==> src/rtl/fc_sched_pkg.sv <==
// Shared types and default sizing for the FC-layer MAC round-robin scheduler.
package fc_sched_pkg;

    localparam int NUM_REQ_DEF = 4;
    localparam int WIDTH_DEF   = 16;
    localparam int MAC_LAT_DEF = 3;

    typedef enum logic [2:0] {
        IDLE  = 3'd0,
        CLEAR = 3'd1,
        BURST = 3'd2,
        DRAIN = 3'd3,
        OUT   = 3'd4
    } sched_state_t;

endpackage

==> src/rtl/fc_mac_rr_scheduler_arbiter.sv <==
// Combinational round-robin pick: first asserted request at or above the
// pointer, wrapping around. Produces a one-hot grant and its encoded id.
module fc_sched_rr_arbiter #(
    parameter  int NUM_REQ = 4,
    localparam int IDW     = $clog2(NUM_REQ)
) (
    input  logic [NUM_REQ-1:0] req,
    input  logic [IDW-1:0]     ptr,
    output logic [NUM_REQ-1:0] gnt_onehot,
    output logic [IDW-1:0]     gnt_id,
    output logic               any_gnt
);

    logic [IDW-1:0] idx_s;

    // Walk the requests starting at ptr; the first hit wins.
    always_comb begin
        gnt_onehot = '0;
        gnt_id     = '0;
        any_gnt    = 1'b0;
        idx_s      = '0;
        for (int k = 0; k < NUM_REQ; k++) begin
            idx_s = IDW'((int'(ptr) + k) % NUM_REQ);
            if (!any_gnt && req[idx_s]) begin
                any_gnt           = 1'b1;
                gnt_id            = idx_s;
                gnt_onehot[idx_s] = 1'b1;
            end else begin
                any_gnt = any_gnt;
            end
        end
    end

endmodule

==> src/rtl/fc_mac_rr_scheduler.sv <==
// Shares one saturating MAC among NUM_REQ dot-product requesters. A requester
// owns the MAC for a whole burst (through its last beat), the pipeline is then
// drained and the accumulated value is returned tagged with the requester id.
// Build option: define FC_SCHED_RELU_EN to clamp negative results to zero.
module fc_mac_rr_scheduler
    import fc_sched_pkg::*;
#(
    parameter  int NUM_REQ = NUM_REQ_DEF,
    parameter  int WIDTH   = WIDTH_DEF,
    parameter  int MAC_LAT = MAC_LAT_DEF,
    localparam int IDW     = $clog2(NUM_REQ)
) (
    input  logic                     clk,
    input  logic                     reset,
    input  logic [NUM_REQ-1:0]       req_valid,
    output logic [NUM_REQ-1:0]       req_ready,
    input  logic [NUM_REQ*WIDTH-1:0] req_a,
    input  logic [NUM_REQ*WIDTH-1:0] req_b,
    input  logic [NUM_REQ-1:0]       req_last,
    output logic [WIDTH-1:0]         mac_a,
    output logic [WIDTH-1:0]         mac_b,
    output logic                     mac_valid_in,
    output logic                     mac_clear,
    input  logic [WIDTH-1:0]         mac_f,
    output logic                     res_valid,
    input  logic                     res_ready,
    output logic [WIDTH-1:0]         res_data,
    output logic [IDW-1:0]           res_id,
    output logic                     busy
);

    localparam int CNT_W = $clog2(MAC_LAT + 2);

    sched_state_t       state_r;
    sched_state_t       state_n;
    logic [IDW-1:0]     gnt_r;
    logic [IDW-1:0]     rr_ptr_r;
    logic [IDW-1:0]     next_ptr_s;
    logic [IDW-1:0]     arb_id_s;
    logic [NUM_REQ-1:0] gnt_oh_r;
    logic [NUM_REQ-1:0] arb_oh_s;
    logic               arb_any_s;
    logic               accept_s;
    logic               last_s;
    logic [CNT_W-1:0]   drain_cnt_r;
    logic [WIDTH-1:0]   sel_a_s;
    logic [WIDTH-1:0]   sel_b_s;
    logic [WIDTH-1:0]   capture_s;

    fc_sched_rr_arbiter #(.NUM_REQ(NUM_REQ)) u_arb (
        .req        (req_valid),
        .ptr        (rr_ptr_r),
        .gnt_onehot (arb_oh_s),
        .gnt_id     (arb_id_s),
        .any_gnt    (arb_any_s)
    );

    assign sel_a_s = req_a[gnt_r*WIDTH +: WIDTH];
    assign sel_b_s = req_b[gnt_r*WIDTH +: WIDTH];
    assign last_s  = |(req_last & gnt_oh_r);
    assign busy    = (state_r != IDLE);

`ifdef FC_SCHED_RELU_EN
    assign capture_s = mac_f[WIDTH-1] ? '0 : mac_f;
`else
    assign capture_s = mac_f;
`endif

    // Pointer advances past the requester just served, wrapping at NUM_REQ.
    always_comb begin
        next_ptr_s = '0;
        if (gnt_r == IDW'(NUM_REQ - 1)) begin
            next_ptr_s = '0;
        end else begin
            next_ptr_s = gnt_r + IDW'(1);
        end
    end

    // Next-state logic plus the grant-only ready/accept decode.
    always_comb begin
        state_n   = state_r;
        accept_s  = 1'b0;
        req_ready = '0;
        case (state_r)
            IDLE: begin
                if (arb_any_s) begin
                    state_n = CLEAR;
                end else begin
                    state_n = IDLE;
                end
            end
            CLEAR: state_n = BURST;
            BURST: begin
                req_ready = gnt_oh_r;
                accept_s  = |(req_valid & gnt_oh_r);
                if (accept_s && last_s) begin
                    state_n = DRAIN;
                end else begin
                    state_n = BURST;
                end
            end
            DRAIN: begin
                if (drain_cnt_r == '0) begin
                    state_n = OUT;
                end else begin
                    state_n = DRAIN;
                end
            end
            OUT: begin
                if (res_ready) begin
                    state_n = IDLE;
                end else begin
                    state_n = OUT;
                end
            end
            default: state_n = IDLE;
        endcase
    end

    // State register.
    always_ff @(posedge clk or posedge reset) begin
        if (reset) begin
            state_r <= IDLE;
        end else begin
            state_r <= state_n;
        end
    end

    // Grant, MAC drive, drain timing and result capture/handshake registers.
    // The drain counter runs one cycle beyond MAC_LAT so the capture samples
    // mac_f with a full cycle of margin after the last beat's update.
    always_ff @(posedge clk or posedge reset) begin
        if (reset) begin
            gnt_r        <= '0;
            gnt_oh_r     <= '0;
            rr_ptr_r     <= '0;
            drain_cnt_r  <= '0;
            mac_a        <= '0;
            mac_b        <= '0;
            mac_valid_in <= 1'b0;
            mac_clear    <= 1'b0;
            res_valid    <= 1'b0;
            res_data     <= '0;
            res_id       <= '0;
        end else begin
            mac_clear    <= 1'b0;
            mac_valid_in <= 1'b0;
            case (state_r)
                IDLE: begin
                    if (arb_any_s) begin
                        gnt_r     <= arb_id_s;
                        gnt_oh_r  <= arb_oh_s;
                        mac_clear <= 1'b1;
                    end
                end
                BURST: begin
                    if (accept_s) begin
                        mac_a        <= sel_a_s;
                        mac_b        <= sel_b_s;
                        mac_valid_in <= 1'b1;
                        if (last_s) begin
                            drain_cnt_r <= CNT_W'(MAC_LAT + 1);
                        end
                    end
                end
                DRAIN: begin
                    if (drain_cnt_r == '0) begin
                        res_data  <= capture_s;
                        res_id    <= gnt_r;
                        res_valid <= 1'b1;
                    end else begin
                        drain_cnt_r <= drain_cnt_r - CNT_W'(1);
                    end
                end
                OUT: begin
                    if (res_ready) begin
                        res_valid <= 1'b0;
                        rr_ptr_r  <= next_ptr_s;
                    end
                end
                default: begin
                end
            endcase
        end
    end

endmodule
==> config.mk <==
export PLATFORM = sky130hd
export DESIGN_NAME = fc_mac_rr_scheduler
export DESIGN_NICKNAME = d
export VERILOG_FILES = /design/src/rtl/fc_sched_pkg.sv /design/src/rtl/fc_mac_rr_scheduler_arbiter.sv /design/src/rtl/fc_mac_rr_scheduler.sv
export SDC_FILE = /design/constraint.sdc
export NUM_CORES = 1
export LEC_CHECK = 0
export ABC_AREA = 1
export BUFFER_PORTS_ARGS = -buffer_cell sky130_fd_sc_hd__buf_4
export CELL_PAD_IN_SITES_DETAIL_PLACEMENT = 1
export CELL_PAD_IN_SITES_GLOBAL_PLACEMENT = 1
export CORE_UTILIZATION = 33
export DETAILED_ROUTE_END_ITERATION = 6
export PLACE_DENSITY = 0.9
export SETUP_SLACK_MARGIN = 0.05
export SLEW_MARGIN = 0
export SYNTH_ARGS = -nofsm -noshare
export SYNTH_HDL_FRONTEND = slang
export SYNTH_SLANG_ARGS = --single-unit
export TNS_END_PERCENT = 100
==> constraint.sdc <==
create_clock -name clk -period 4 [get_ports clk]
set_input_delay 0.2 -clock clk [delete_from_list [all_inputs] [get_ports clk]]
set_output_delay 0.2 -clock clk [all_outputs]
set_load 0.03 [all_outputs]
## Word-level counts from Yosys, hierarchy flattened

Index checks and enable logic that the tools add are counted.

- Bitwise gates (word level): 5
- Magnitude comparators: 8
- Eq/ne operators: 10
- Reduce and logical (&&, ||, !) cells: 24
- Shifts and indexed selects: 2
- Add/sub/neg operators: 5
- Muxes and demuxes: 47

Operators with widths:

| cell | number |
|---|---|
| variable part select 64 x 7 -> 16 bit | 2 |
| 2-to-1 mux 1 bit | 21 |
| 2-to-1 mux 4 bit | 5 |
| 2-to-1 mux 3 bit | 5 |
| one-hot mux 3 bit (5 select lines) | 1 |
| < comparator 2 x 3 -> 1 bit, second input constant | 4 |
| OR 4 bit | 3 |
| 2-to-1 mux 2 bit | 5 |
| != test 2 bit, second input constant | 5 |
| AND 4 bit | 2 |
| binary-select mux 1 bit (select 2 bit) | 4 |
| demux 1 bit (select 2 bit) | 4 |
| >= comparator 2 x 1 -> 1 bit, second input constant | 4 |
| logical AND 1 bit | 8 |
| AND reduction 2 bit | 4 |
| OR reduction 4 bit | 2 |
| == test 3 x 2 -> 1 bit, second input constant | 2 |
| zero test 3 bit | 2 |
| one-hot mux 3 bit (2 select lines) | 1 |
| adder 2 x 1 -> 2 bit, second input constant | 2 |
| adder 2 bit, second input constant | 2 |
| AND reduction 4 bit | 1 |
| nonzero test 2 bit | 2 |
| == test 3 x 1 -> 1 bit, second input constant | 1 |
| 7 further kinds | 9 |

- Output and inout port bits: 58
- Register bits after elaboration: 67

## Longest topological paths before layout

Gate-level depths: netlist of the first run.

- Depth in word-level cells: 14
- Mapped depth: 12

## Modules after synthesis

A second synthesis of the first run with hierarchy kept.

- Cell total of the unflattened synthesis: 583
- Area, all modules: 4,169.0 um^2

By module, submodules not included:

| module | sequential area each (um^2) | area an instance (um^2) | cells each | instances |
|---|---|---|---|---|
| fc_mac_rr_scheduler | 1,676.6 | 3,728.6 | 509 | 1 |
| fc_sched_rr_arbiter | 0.0 | 440.4 | 74 | 1 |

## Worst setup path before layout of the first run

OpenSTA, ideal clock, no wires.

- Path type: register to register
- Start point: register rr_ptr_r[0]
- End point: register gnt_r[0]
- Path buffers: 1
- Library setup time: 117 ps
- Stages on the path, launching flop included: 13
- Slack: 2,302 ps
- Data required time: 3,883 ps
- Arrival: 1,580 ps
- Clock period less this slack: 1,698 ps
- Cell sequence: dfrtp_1 -> buf_6 -> inv_4 -> ha_1 -> inv_1 -> nand2_1 -> nand2_1 -> nor2_4 -> nand3_2 -> nand2_4 -> inv_2 -> nand3_1 -> nand2_1

- Cells in the longest elaborated chain, start to end: 13
- Elaborated cells between the ends (all ways): 26

Ends and longest elaborated chain:

| what | RTL line | RTL |
|---|---|---|
| start, declared | fc_mac_rr_scheduler.sv:37 | `logic [IDW-1:0] rr_ptr_r;` |
| start signal, assigned | fc_mac_rr_scheduler.sv:178 | `rr_ptr_r <= next_ptr_s;` |
| parallel branches: the longest is 13 deep, another holds adder 2 x 1 -> 2 bit | n/a |  |
| end signal, assigned | fc_mac_rr_scheduler.sv:151 | `gnt_r <= arb_id_s;` |
| end, declared | fc_mac_rr_scheduler.sv:36 | `logic [IDW-1:0] gnt_r;` |

Several ways; the timed one is not identified. The select of a mux whose other input is x is not followed.
A chain may end at the register's enable or synchronous reset.

## Worst setup path after layout of the first run

- Start point: register rr_ptr_r[0]
- End point: register gnt_oh_r[2]

- Cells in the longest elaborated chain, start to end: 13
- Elaborated cells between the ends (all ways): 49

Ends and longest elaborated chain:

| what | RTL line | RTL |
|---|---|---|
| parallel branches: the longest is 13 deep, another holds < comparator 2 x 3 -> 1 bit | n/a |  |
| end signal, assigned | fc_mac_rr_scheduler.sv:152 | `gnt_oh_r <= arb_oh_s;` |
| end, declared | fc_mac_rr_scheduler.sv:40 | `logic [NUM_REQ-1:0] gnt_oh_r;` |

Several ways; the timed one is not identified. The select of a mux whose other input is x is not followed.

==> run metrics, run 1 <==
IO Pins 213; Die W 112 um; Post-synth EDFFs 0; fmax 0.422 GHz; Cells after Synth 535; Net Sw Power 2.53 mW; GRT overflow 0; Worst-Margin Slew 1.20 ns; Synth Warn # 0; filler cell count in the final layout 1456; maximum fanout along the worst path 12; routed len/inst 16.9 um; DP HPWL 11200 um; RD Place Congestion 0.888; CTS Buf Count 9; top cells by area, synth dfrtp_1, nor2_1, o21ai_0; FF-to-FF setup slack 1.63 ns; Slew HR 20.2%; Syn-to-layout area delta 49.5%; skew final 0.00485 ns; Setup-failing EPs final 0; post-cts sizing count 0; Worst R2R Start rr_ptr_r[0]; number of synthesized register bits 67; Die Footprint 12600 um2; Lkg Pwr 2.93 nW; Crit path max-delay family simple AND/OR/NAND/NOR gates; register area 1680 um2; slowest stage delay, CP 0.64 ns; Final ANT Viol Nets 0; Max stage delay cell, worst path dfrtp_1; final cell count without fillers 878; Total Neg Setup Slack 0 ns; Avg Cell Area, Syn 7.50 um2; row cnt 39; reg-to-reg endpoint gnt_oh_r[2]; first-pass GRT wire length 23700 um; Clk Latency, worst-skew pair 0.33 ns; total chip power 5.22 mW; Netlist cell types 30; Setup CP Type register to register; Initial Util 34.5%; post-synthesis instance area 4010 um2; final-report hold violation count 0; routed wire length 14900 um; initial antenna violation count 0; Final Slew Violations 0; H-tree depth 3; Clock transition at path regs 0.06 ns; area leader, netlist dfrtp_1; sequential share of power 23.3%; ANT cells 0; clk sinks 67; Vias/cell 5.13; outcome complete, but fails checks; share of cells above drive strength 1 36.5%; CP Buf/Inv Count 3; switch share 48.4%; CTS max path bufs 2; Synth Flop Type dfrtp_1; reg2reg path depth 11; DIE HEIGHT 112 um; Internal 2.69 mW; Worst setup EP type register; area of the multi-input gates 2070 um2; via count 4505; largest net degree at the start of global routing 68; Util after Layout 51.6%; TritonCTS clock tree yes; RSZ-0062 raised after global routing no; Power Dens Cells 869 nW/um2; crit path DAT 2.59 ns; layout net count 893; Synth Net Count 698; Max-Cap Viols 0; Synth top area share 41.8%; Critical Path Most Common Cell nand2_1; Clock power frac 17.8%; ys async rst share 100%; required time worst endpoint 4.22 ns; DR DRC count 6; IO Port Bufs 212; cell breakdown of the critical path inv_4 > ha_1 > inv_1 > nand2_1 > nand2_1 > nor2_4 > nand3_2 > nand2_4 > inv_2 > nand2_1 > nand2_1; number of global-route vias before repair 4790; GRT Util Overall 24.4%; root buffer cell clkbuf_16; Startpoint Class register; maximum vdd drop 0.277 mV; Core Region 11600 um2; Cell Count Post-Placement 862; DRT iter0 DRCs 203; Final Critical Period 2.37 ns; register area share after synthesis 41.8%; # Post-CTS Setup Buffers 0; hold buffer count at CTS 0; failing checks design-rule violations; period utilisation layout 59.3%; combinational share of power 58.9%; DRT Pass-1 Iters 6; worst hold-check path type input pin to asynchronous set/reset pin
power groups by stage:
| stage | combinational (mW) | clock, mW | sequential, mW |
|---|---|---|---|
| after detailed placement | 3.06 | 0 | 1.22 |
| after floorplan | 1.56 | 0 | 1.72 |
| after global placement | 2.94 | 0 | 1.21 |
| after CTS | 3.09 | 0.946 | 1.22 |
| after global routing | 3.35 | 0.969 | 1.26 |
| final | 3.07 | 0.928 | 1.22 |
flip-flops by register name, summed over array words and instances, names as in the netlist:
signal	flops
gnt_r	2
res_id	2
mac_clear	1
state_r	3
mac_a	16
res_data	16
drain_cnt_r	3
res_valid	1
gnt_oh_r	4
rr_ptr_r	2
mac_b	16
mac_valid_in	1
cell usage after synthesis (4+ instances only):
master    instances
inv_2             5
ha_1              8
nand3_1          20
inv_1            20
nand2_4           5
nor2_1          172
buf_6             4
mux2_2           13
a21oi_1           9
buf_2            12
a31oi_1          32
o21ai_0          69
nand2_1          55
a21boi_0          4
nand4_1           5
dfrtp_1          67
clkbuf_1         13
cells in the final DEF (no fill, tap or decap):
cell type and n:
inv_2 6, inv_6 2, nor2_2 2, o21ai_4 1, nand3_1 20, buf_4 216, dfrtp_2 1, nor3_1 1
bufinv_16 3, a21boi_0 4, nand2_1 55, a21oi_1 9, mux2_1 3, nand2_4 5, clkbuf_16 9, dfrtp_1 66
inv_4 1, o21ai_0 69, o22ai_1 2, clkinv_4 1, a31oi_1 32, nor2_4 2, mux2_2 13, inv_1 19
nor3_2 1, ha_1 8, o31ai_1 2, nand3_2 3, clkinvlp_4 1, nor2_1 172, or2_2 1, nand4_1 5
cell type report:
class	instances	share of cell area [%]
clock buffer	9	3.75
clock inverter	7	2.07
inverter	26	1.67
multi-input combinational	410	34.5
sequential	67	28.0
tap	143	2.98
timing repair buffer	216	27.0
cells by family after synthesis:
family                     Yosys count  synth area share, %
DFF                                 67                 41.8
muxes                               16                 4.49
and+or+nand+nor                    267                 27.9
buffers and inverters               58                 6.71
adders and majority gates            8                 2.50
AOI/OAI and AO/OA                  119                 16.6
stage by stage:
stage / hold WS, ns / worst slack, ns / instance area, um2
5_1_grt: 0.0563 / 1.47 / 6000
2_1_floorplan: 0.296 / 2.12 / 4010
4_1_cts: 0.0513 / 1.67 / 6000
6_report: 0.0177 / 1.63 / 6000
3_5_place_dp: 0.398 / 1.71 / 5650
3_3_place_gp: 0.398 / 1.79 / 5650
layer usage:
metal / global-route usage [%] / wire, um / up-vias
met5: 0 / 0 / -
met4: 13.0 / 606 / 0
met3: 6.59 / 1060 / 40
met2: 43.9 / 7630 / 173
met1: 26.0 / 5570 / 2132
li1: - / - / 2160
worst max path at each step:
stage / cells past startpoint / from / end / slack, ns
2_1_floorplan: 1 / reset / drain_cnt_r[0] / 2.12
3_3_place_gp: 11 / rr_ptr_r[0] / gnt_r[1] / 1.79
3_5_place_dp: 11 / rr_ptr_r[0] / gnt_oh_r[2] / 1.71
4_1_cts: 11 / rr_ptr_r[0] / gnt_oh_r[2] / 1.67
5_1_grt: 11 / rr_ptr_r[0] / gnt_r[0] / 1.47
6_report: 11 / rr_ptr_r[0] / gnt_oh_r[2] / 1.63
No activity file was read; power rests on OpenSTA's default activity.
==> run 2, diff against run 1 <==
--- a/config.mk
+++ b/config.mk
@@ -9,9 +9,9 @@
 export BUFFER_PORTS_ARGS = -buffer_cell sky130_fd_sc_hd__buf_4
 export CELL_PAD_IN_SITES_DETAIL_PLACEMENT = 1
 export CELL_PAD_IN_SITES_GLOBAL_PLACEMENT = 1
-export CORE_UTILIZATION = 33
+export CORE_UTILIZATION = 28
 export DETAILED_ROUTE_END_ITERATION = 6
-export PLACE_DENSITY = 0.9
+export PLACE_DENSITY = 0.82
 export SETUP_SLACK_MARGIN = 0.05
 export SLEW_MARGIN = 0
 export SYNTH_ARGS = -nofsm -noshare
==> constraint.sdc (replaced) <==
create_clock -name clk -period 2.1 [get_ports clk]
set_input_delay 0.105 -clock clk [delete_from_list [all_inputs] [get_ports clk]]
set_output_delay 0.105 -clock clk [all_outputs]
set_load 0.03 [all_outputs]
==> run 2 against run 1 <==
Effect of this change: the run now ends clean; sequential cell count unchanged; critical path depth fell by 1; register-to-register slack got worse by 1.4 ns; sequential power up 89%; core utilization down 7.3 points; worst hold slack got worse by 0.0067 ns; via count fell by 0.31%; routed wire length down 3.1%; largest cell class unchanged.
==> run metrics, run 2 (synthesis gave the netlist of run 1 again) <==
Core Region 13900 um2 (+20%); Setup-failing EPs final 0 (unchanged); most common cell after layout, fill and taps aside buf_4; Syn-to-layout area delta 53.9%; largest net degree at the start of global routing 68 (unchanged); RD Place Congestion 0.858 (-3.4%); register area 1680 um2 (about the same); Largest regs mac_a: 16 flops, mac_b: 16 flops, res_data: 16 flops; Vias/cell 4.83 (-5.9%); Internal 5.02 mW (+87%); sequential share of power 23.7% (+0.4 points); Util after Layout 44.3% (-7.3 points); Worst setup EP type register; IO Port Bufs 212 (unchanged); routed len/inst 15.5 um (-8.5%); area of the multi-input gates 2080 um2 (+0.24%); DP Worst Slack 0.138 ns (-1.57 ns); TritonCTS clock tree yes; via count 4491 (-0.31%); Clock transition at path regs 0.06 ns (about the same); ANT cells 0 (unchanged); routed wire length 14400 um (-3.1%); GRT Util Overall 19.3% (-5.0 points); share of cells above drive strength 1 36.8% (+0.34 points); Total Neg Setup Slack 0 ns (unchanged); maximum vdd drop 0.470 mV (+69%); Slew HR 57.4% (+37 points); clk sinks 67 (unchanged); Cell Count Post-Placement 906 (+5.1%); CTS Buf Count 9 (unchanged); filler cell count in the final layout 1699 (+17%); Startpoint Class register; DP HPWL 11000 um (-1.5%); RSZ-0062 raised after global routing no; worst hold-check path type input pin to register; layout net count 908 (+1.7%); Lkg Pwr 2.99 nW (+2.1%); required time worst endpoint 2.31 ns (-1.91 ns); cell breakdown of the critical path inv_4 > ha_1 > inv_1 > nand3_1 > nand2_1 > nor2_4 > a21oi_1 > nand3_1 > nand2_1 > nand2_1; final cell count without fillers 930 (+5.9%); Final ANT Viol Nets 0 (unchanged); DR DRC count 0 (-6); DIE HEIGHT 122 um (+8.4%); Power Dens Cells 1580 nW/um2 (+82%); GRT overflow 0 (unchanged); cell area after layout 6170 um2 (+2.9%); Worst-Margin Slew 0.638 ns (-0.558 ns); period utilisation layout 90.6% (+31 points); Initial Util 28.8% (-5.8 points); fmax 0.525 GHz (+25%); Max stage delay cell, worst path dfrtp_2; combinational share of power 60.9% (+2.0 points); Final Slew Violations 0 (unchanged); H-tree depth 3 (unchanged); row cnt 43 (+10%); setup ws final 0.197 ns (-1.43 ns); crit path DAT 2.12 ns (-0.47 ns); skew final 0.00415 ns (-0.000701 ns); FF-to-FF setup slack 0.20 ns (-1.43 ns); number of global-route vias before repair 4532 (-5.4%); outcome finished, final reports clean; Critical Path Most Common Cell nand2_1; Net Sw Power 4.76 mW (+88%); Max-Cap Viols 0 (unchanged); placed inst area 5790 um2 (+2.4%); DRT Pass-1 Iters 6 (unchanged); maximum fanout along the worst path 8 (-4); most frequent cells in the layout buf_4, nor2_1, o21ai_0; initial antenna violation count 0 (unchanged); IO Pins 213 (unchanged); final-report hold violation count 0 (unchanged); CTS max path bufs 2 (unchanged); Die Footprint 14800 um2 (+18%); slowest stage delay, CP 0.45 ns (-0.19 ns); Clk Latency, worst-skew pair 0.33 ns (about the same); root buffer cell clkbuf_16; Clock power frac 15.5% (-2.3 points); Final Critical Period 1.90 ns (-0.467 ns); # Post-CTS Setup Buffers 0 (unchanged); first-pass GRT wire length 22200 um (-6.3%); Die W 122 um (+8.4%); DRT iter0 DRCs 127 (-37%); Setup CP Type register to register; switch share 48.7% (+0.21 points)
[run 2: changes by cell type in the layout (fill, tap and decap cells not counted), moves of 2 or more]
| cell | before | now |
|---|---|---|
| buf_12 | 0 | 3 |
| buf_4 | 216 | 220 |
| bufinv_16 | 3 | 1 |
| clkinv_2 | 0 | 2 |
| dlygate4sd3_1 | 0 | 8 |
[run 2: cell type report]
class                      count  area share (%)
sequential                    67            27.2
inverter                      26            1.66
timing repair buffer         231            29.0
multi-input combinational    410            33.6
clock inverter                 7            1.22
tap                          180            3.65
clock buffer                   9            3.65
[run 2: timing repair]
action	CTS	global route
hold buffers	8	0
gates resized for setup	0	3
endpoints found under the hold margin	33	0
setup endpoints to repair	0	6
[run 2: path summary, 6_finish.rpt]
kind                              from     endpoint  depth (start not counted)
max in group asynchronous        reset     gnt_r[0]                          4
min in group asynchronous        reset     mac_b[3]                          3
setup / recovery           rr_ptr_r[1]     gnt_r[1]                         10
hold / removal                mac_f[3]  res_data[3]                          2
setup reg to reg           rr_ptr_r[1]     gnt_r[1]                         10
hold reg to reg            res_data[0]  res_data[0]                          1
[run 2: metal layers]
| layer | vias to the layer above | track usage, % | share of wire [%] |
|---|---|---|---|
| li1 | 2192 | - | - |
| met1 | 2126 | 21.0 | 39 |
| met2 | 156 | 36.2 | 53 |
| met3 | 17 | 4.68 | 6.3 |
| met4 | 0 | 6.79 | 1.7 |
| met5 | - | 0 | 0 |
[run 2: worst max-delay path: cells and delay by family (launching register included)]
family | cells | cell delay (ns)
AND/OR/NAND/NOR | 6 | 0.58
flip-flops | 1 | 0.45
adder cells (fa/ha/maj) | 1 | 0.30
buffers and inverters | 2 | 0.28
AO/OA/AOI/OAI | 1 | 0.18
[run 2: metrics by stage]
| stage | power (mW) | hold WS (ns) |
|---|---|---|
| 2_1_floorplan | 6.23 | 0.201 |
| 3_3_place_gp | 8.03 | 0.231 |
| 3_5_place_dp | 8.29 | 0.246 |
| 4_1_cts | 9.85 | 0.000124 |
| 5_1_grt | 10.5 | 0.00591 |
| 6_report | 9.78 | 0.0111 |
[run 2: power by group through the flow]
stage	combinational [mW]	clock [mW]	sequential [mW]
4_1_cts	5.98	1.55	2.32
3_3_place_gp	5.74	0	2.29
5_1_grt	6.50	1.60	2.40
6_report	5.95	1.51	2.31
2_1_floorplan	2.97	0	3.27
3_5_place_dp	5.96	0	2.34
==> run 3, diff against run 2 <==
--- a/config.mk
+++ b/config.mk
@@ -8,13 +8,14 @@
 export ABC_AREA = 1
 export BUFFER_PORTS_ARGS = -buffer_cell sky130_fd_sc_hd__buf_4
 export CELL_PAD_IN_SITES_DETAIL_PLACEMENT = 1
-export CELL_PAD_IN_SITES_GLOBAL_PLACEMENT = 1
-export CORE_UTILIZATION = 28
+export CELL_PAD_IN_SITES_GLOBAL_PLACEMENT = 2
+export CORE_UTILIZATION = 21
 export DETAILED_ROUTE_END_ITERATION = 6
-export PLACE_DENSITY = 0.82
+export PLACE_DENSITY = 0.81
 export SETUP_SLACK_MARGIN = 0.05
 export SLEW_MARGIN = 0
 export SYNTH_ARGS = -nofsm -noshare
 export SYNTH_HDL_FRONTEND = slang
+export SYNTH_HIERARCHICAL = 1
 export SYNTH_SLANG_ARGS = --single-unit
 export TNS_END_PERCENT = 100
==> run 3 against run 2 <==
Effect of this change: synthesized area rose by 3.9%; synthesized cell count is 9.0% higher; cell area rose by 5.1%; first-iteration DRC count rose by 38%; critical path type unchanged; sequential power down 2%; worst setup slack better by 0.010 ns; clock skew grew 0.0014 ns; maximum frequency is 0.55% higher; total power down 1.5%.
==> run metrics, run 3 <==
Post-synth top cells nand2_1, o21ai_0, nor2_1; Setup-failing EPs final 0 (unchanged); Power Dens Cells 1480 nW/um2 (-6.3%); number of global-route vias before repair 4953 (+9.3%); H-tree depth 3 (unchanged); share of cells above drive strength 1 33.5% (-3.3 points); GRT Util Overall 16.6% (-2.7 points); DRT Pass-1 Iters 4 (-2); Util after Layout 33.4% (-11 points); Die W 143 um (+17%); CTS Buf Count 9 (unchanged); Post-synth EDFFs 0 (unchanged); Synth Flop Type dfrtp_1; layout net count 963 (+6.1%); Slew HR 56.0% (-1.5 points); routed len/inst 15.6 um (+0.39%); cell area after layout 6490 um2 (+5.1%); Initial Util 21.4% (-7.4 points); Syn-to-layout area delta 55.7%; RD Place Congestion 0.883 (+3.0%); IO Port Bufs 212 (unchanged); DRT iter0 DRCs 175 (+38%); Max stage delay cell, worst path ha_1; maximum fanout along the worst path 7 (-1); IO Pins 213 (unchanged); Synth Warn # 6 (+6); Worst R2R Start rr_ptr_r[1]; post-synthesis instance area 4170 um2 (+3.9%); DIE HEIGHT 143 um (+17%); RSZ-0062 raised after global routing no; Worst setup EP type register; FF-to-FF setup slack 0.21 ns (about the same); maximum vdd drop 0.459 mV (-2.3%); reg2reg path depth 11 (+1); required time worst endpoint 2.31 ns (about the same); count leader, synth nand2_1; period utilisation layout 90.1% (-0.50 points); Internal 4.94 mW (-1.5%); Worst-Margin Slew 0.661 ns (+0.0229 ns); most common cell after layout, fill and taps aside buf_4; register area share after synthesis 40.2% (-1.6 points); Final Critical Period 1.89 ns (-0.0104 ns); switch share 48.7% (about the same); Synth top area share 40.2% (-1.6 points); outcome finished, final reports clean; area leader, netlist dfrtp_1; Startpoint Class register; Avg Cell Area, Syn 7.15 um2 (-4.6%); largest net degree at the start of global routing 67 (-1.5%); Largest regs mac_a: 16 flops, mac_b: 16 flops, res_data: 16 flops; final-report hold violation count 0 (unchanged); Clock power frac 17.5% (+2.0 points); Setup CP Type register to register; worst-case hold path end point res_data[14]; TritonCTS clock tree yes; Vias/cell 4.44 (-8.1%); placed inst area 6030 um2 (+4.2%); Clk Latency, worst-skew pair 0.34 ns (about the same); final cell count without fillers 1070 (+15%); root buffer cell clkbuf_16; Hold Crit Start mac_f[14]; initial antenna violation count 0 (unchanged); first-pass GRT wire length 25900 um (+16%); clk sinks 67 (unchanged); sequential share of power 23.4% (-0.3 points); Hold Slack 0.0118 ns (+0.000713 ns); number of synthesized register bits 67 (unchanged); Synth Net Count 746 (+6.9%); cell breakdown of the critical path inv_1 > ha_1 > inv_1 > nand2_1 > nand2_2 > nor2_4 > nand4_1 > nand3_2 > clkinvlp_4 > nand2_1 > o21ai_1; Total Neg Setup Slack 0 ns (unchanged); Netlist cell types 27 (-10%); ANT cells 0 (unchanged); GRT overflow 0 (unchanged); slowest stage delay, CP 0.37 ns (-0.08 ns); via count 4751 (+5.8%); Core Region 19500 um2 (+40%); Final Slew Violations 0 (unchanged); Lkg Pwr 3.27 nW (+9.3%); DR DRC count 0 (unchanged); Clock transition at path regs 0.06 ns (about the same); reg-to-reg endpoint gnt_r[0]; Final ANT Viol Nets 0 (unchanged); DP HPWL 12200 um (+11%); Max-Cap Viols 0 (unchanged); hold path depth 3 (+1); Cell Count Post-Placement 1041 (+15%); worst hold-check path type input pin to register; routed wire length 16600 um (+15%); crit path DAT 2.10 ns (-0.02 ns); Net Sw Power 4.69 mW (-1.4%); Die Footprint 20400 um2 (+38%); fmax 0.528 GHz (+0.55%); row cnt 51 (+19%); ys async rst share 100% (unchanged); top cells by area, synth dfrtp_1, nand2_1, o21ai_0; Cells after Synth 583 (+9.0%); CTS max path bufs 2 (unchanged); skew final 0.00556 ns (+0.00141 ns); combinational share of power 59.1% (-1.8 points); most frequent cells in the layout buf_4, nand2_1, o21ai_0
-- run 3: cell types whose count changed after synthesis, sizes merged, moves of 16 or more --
cell   previous run  this run
a31oi            32         0
nor2            176        79
o22ai             2        32
nand3            23        39
o21ai            70       108
mux2             16         0
nand2            60       161
-- run 3: repair_timing --
action | 4_1_cts | 5_1_grt
buffers inserted | 1 | 0
endpoints found under the setup margin | 2 | 2
pin swaps | 1 | 0
endpoints found under the hold margin | 31 | 0
gates resized for setup | 0 | 3
cloned | 0 | 1
hold buffers | 11 | 0
-- run 3: logic make-up (layout without fill, tap and decap cells) --
logic type,Yosys count,count (layout),synth area share (%)
fa+ha+maj,8,8,2.40
simple gates,290,290,30.0
flops,67,67,40.2
buf+inv,67,289,8.01
compound gates,151,151,19.3
-- run 3: layout make-up --
type	instances	area, um2
clock buffer	12	256
clock inverter	4	72.6
fill	2415	13000
inverter	31	121
multi-input combinational	449	2160
sequential	67	1680
tap	265	332
timing repair buffer	241	1860
timing repair inverter	1	7.51
-- run 3: worst max-delay path by stage --
stage                startpoint          end  cells after the start
floorplan           rr_ptr_r[0]  gnt_oh_r[3]                     13
detailed placement  rr_ptr_r[1]     gnt_r[0]                     11
global placement    rr_ptr_r[0]  gnt_oh_r[3]                     11
global route        rr_ptr_r[1]     gnt_r[0]                     11
finish              rr_ptr_r[1]     gnt_r[0]                     11
CTS                 rr_ptr_r[0]     gnt_r[0]                     11
-- run 3: power by group through the flow --
stage               Sequential [mW]  Clock (mW)  Combinational, mW
finish                         2.26        1.69               5.69
global route                   2.33        1.79               6.28
CTS                            2.27        1.74               5.76
detailed placement             2.28           0               5.71
global placement               2.26           0               5.66
floorplan                      3.19           0               2.79
-- run 3: worst max-delay path, delay by kind of cell (launching register included) --
family                   cells  cell delay [ns]
AND/OR/NAND/NOR              6             0.62
adder cells (fa/ha/maj)      1             0.37
buffers and inverters        3             0.35
flip-flops                   1             0.34
AO/OA/AOI/OAI                1             0.07
-- run 3: metrics by stage --
stage	power (mW)	setup slack [ns]
final	9.63	0.207
after global routing	10.4	0.0466
after CTS	9.77	0.172
after detailed placement	7.99	0.0416
after global placement	7.92	0.171
after floorplan	5.99	0.0724
-- run 3: per-layer routing --
layer | track usage, % | wire length [um] | part of all wire, % | vias up
met5 | 0 | 0 | 0 | -
met4 | 6.79 | 386 | 2.3 | 0
met3 | 4.49 | 973 | 5.8 | 21
met2 | 27.6 | 8000 | 48 | 136
met1 | 20.2 | 7290 | 44 | 2216
li1 | - | - | - | 2378
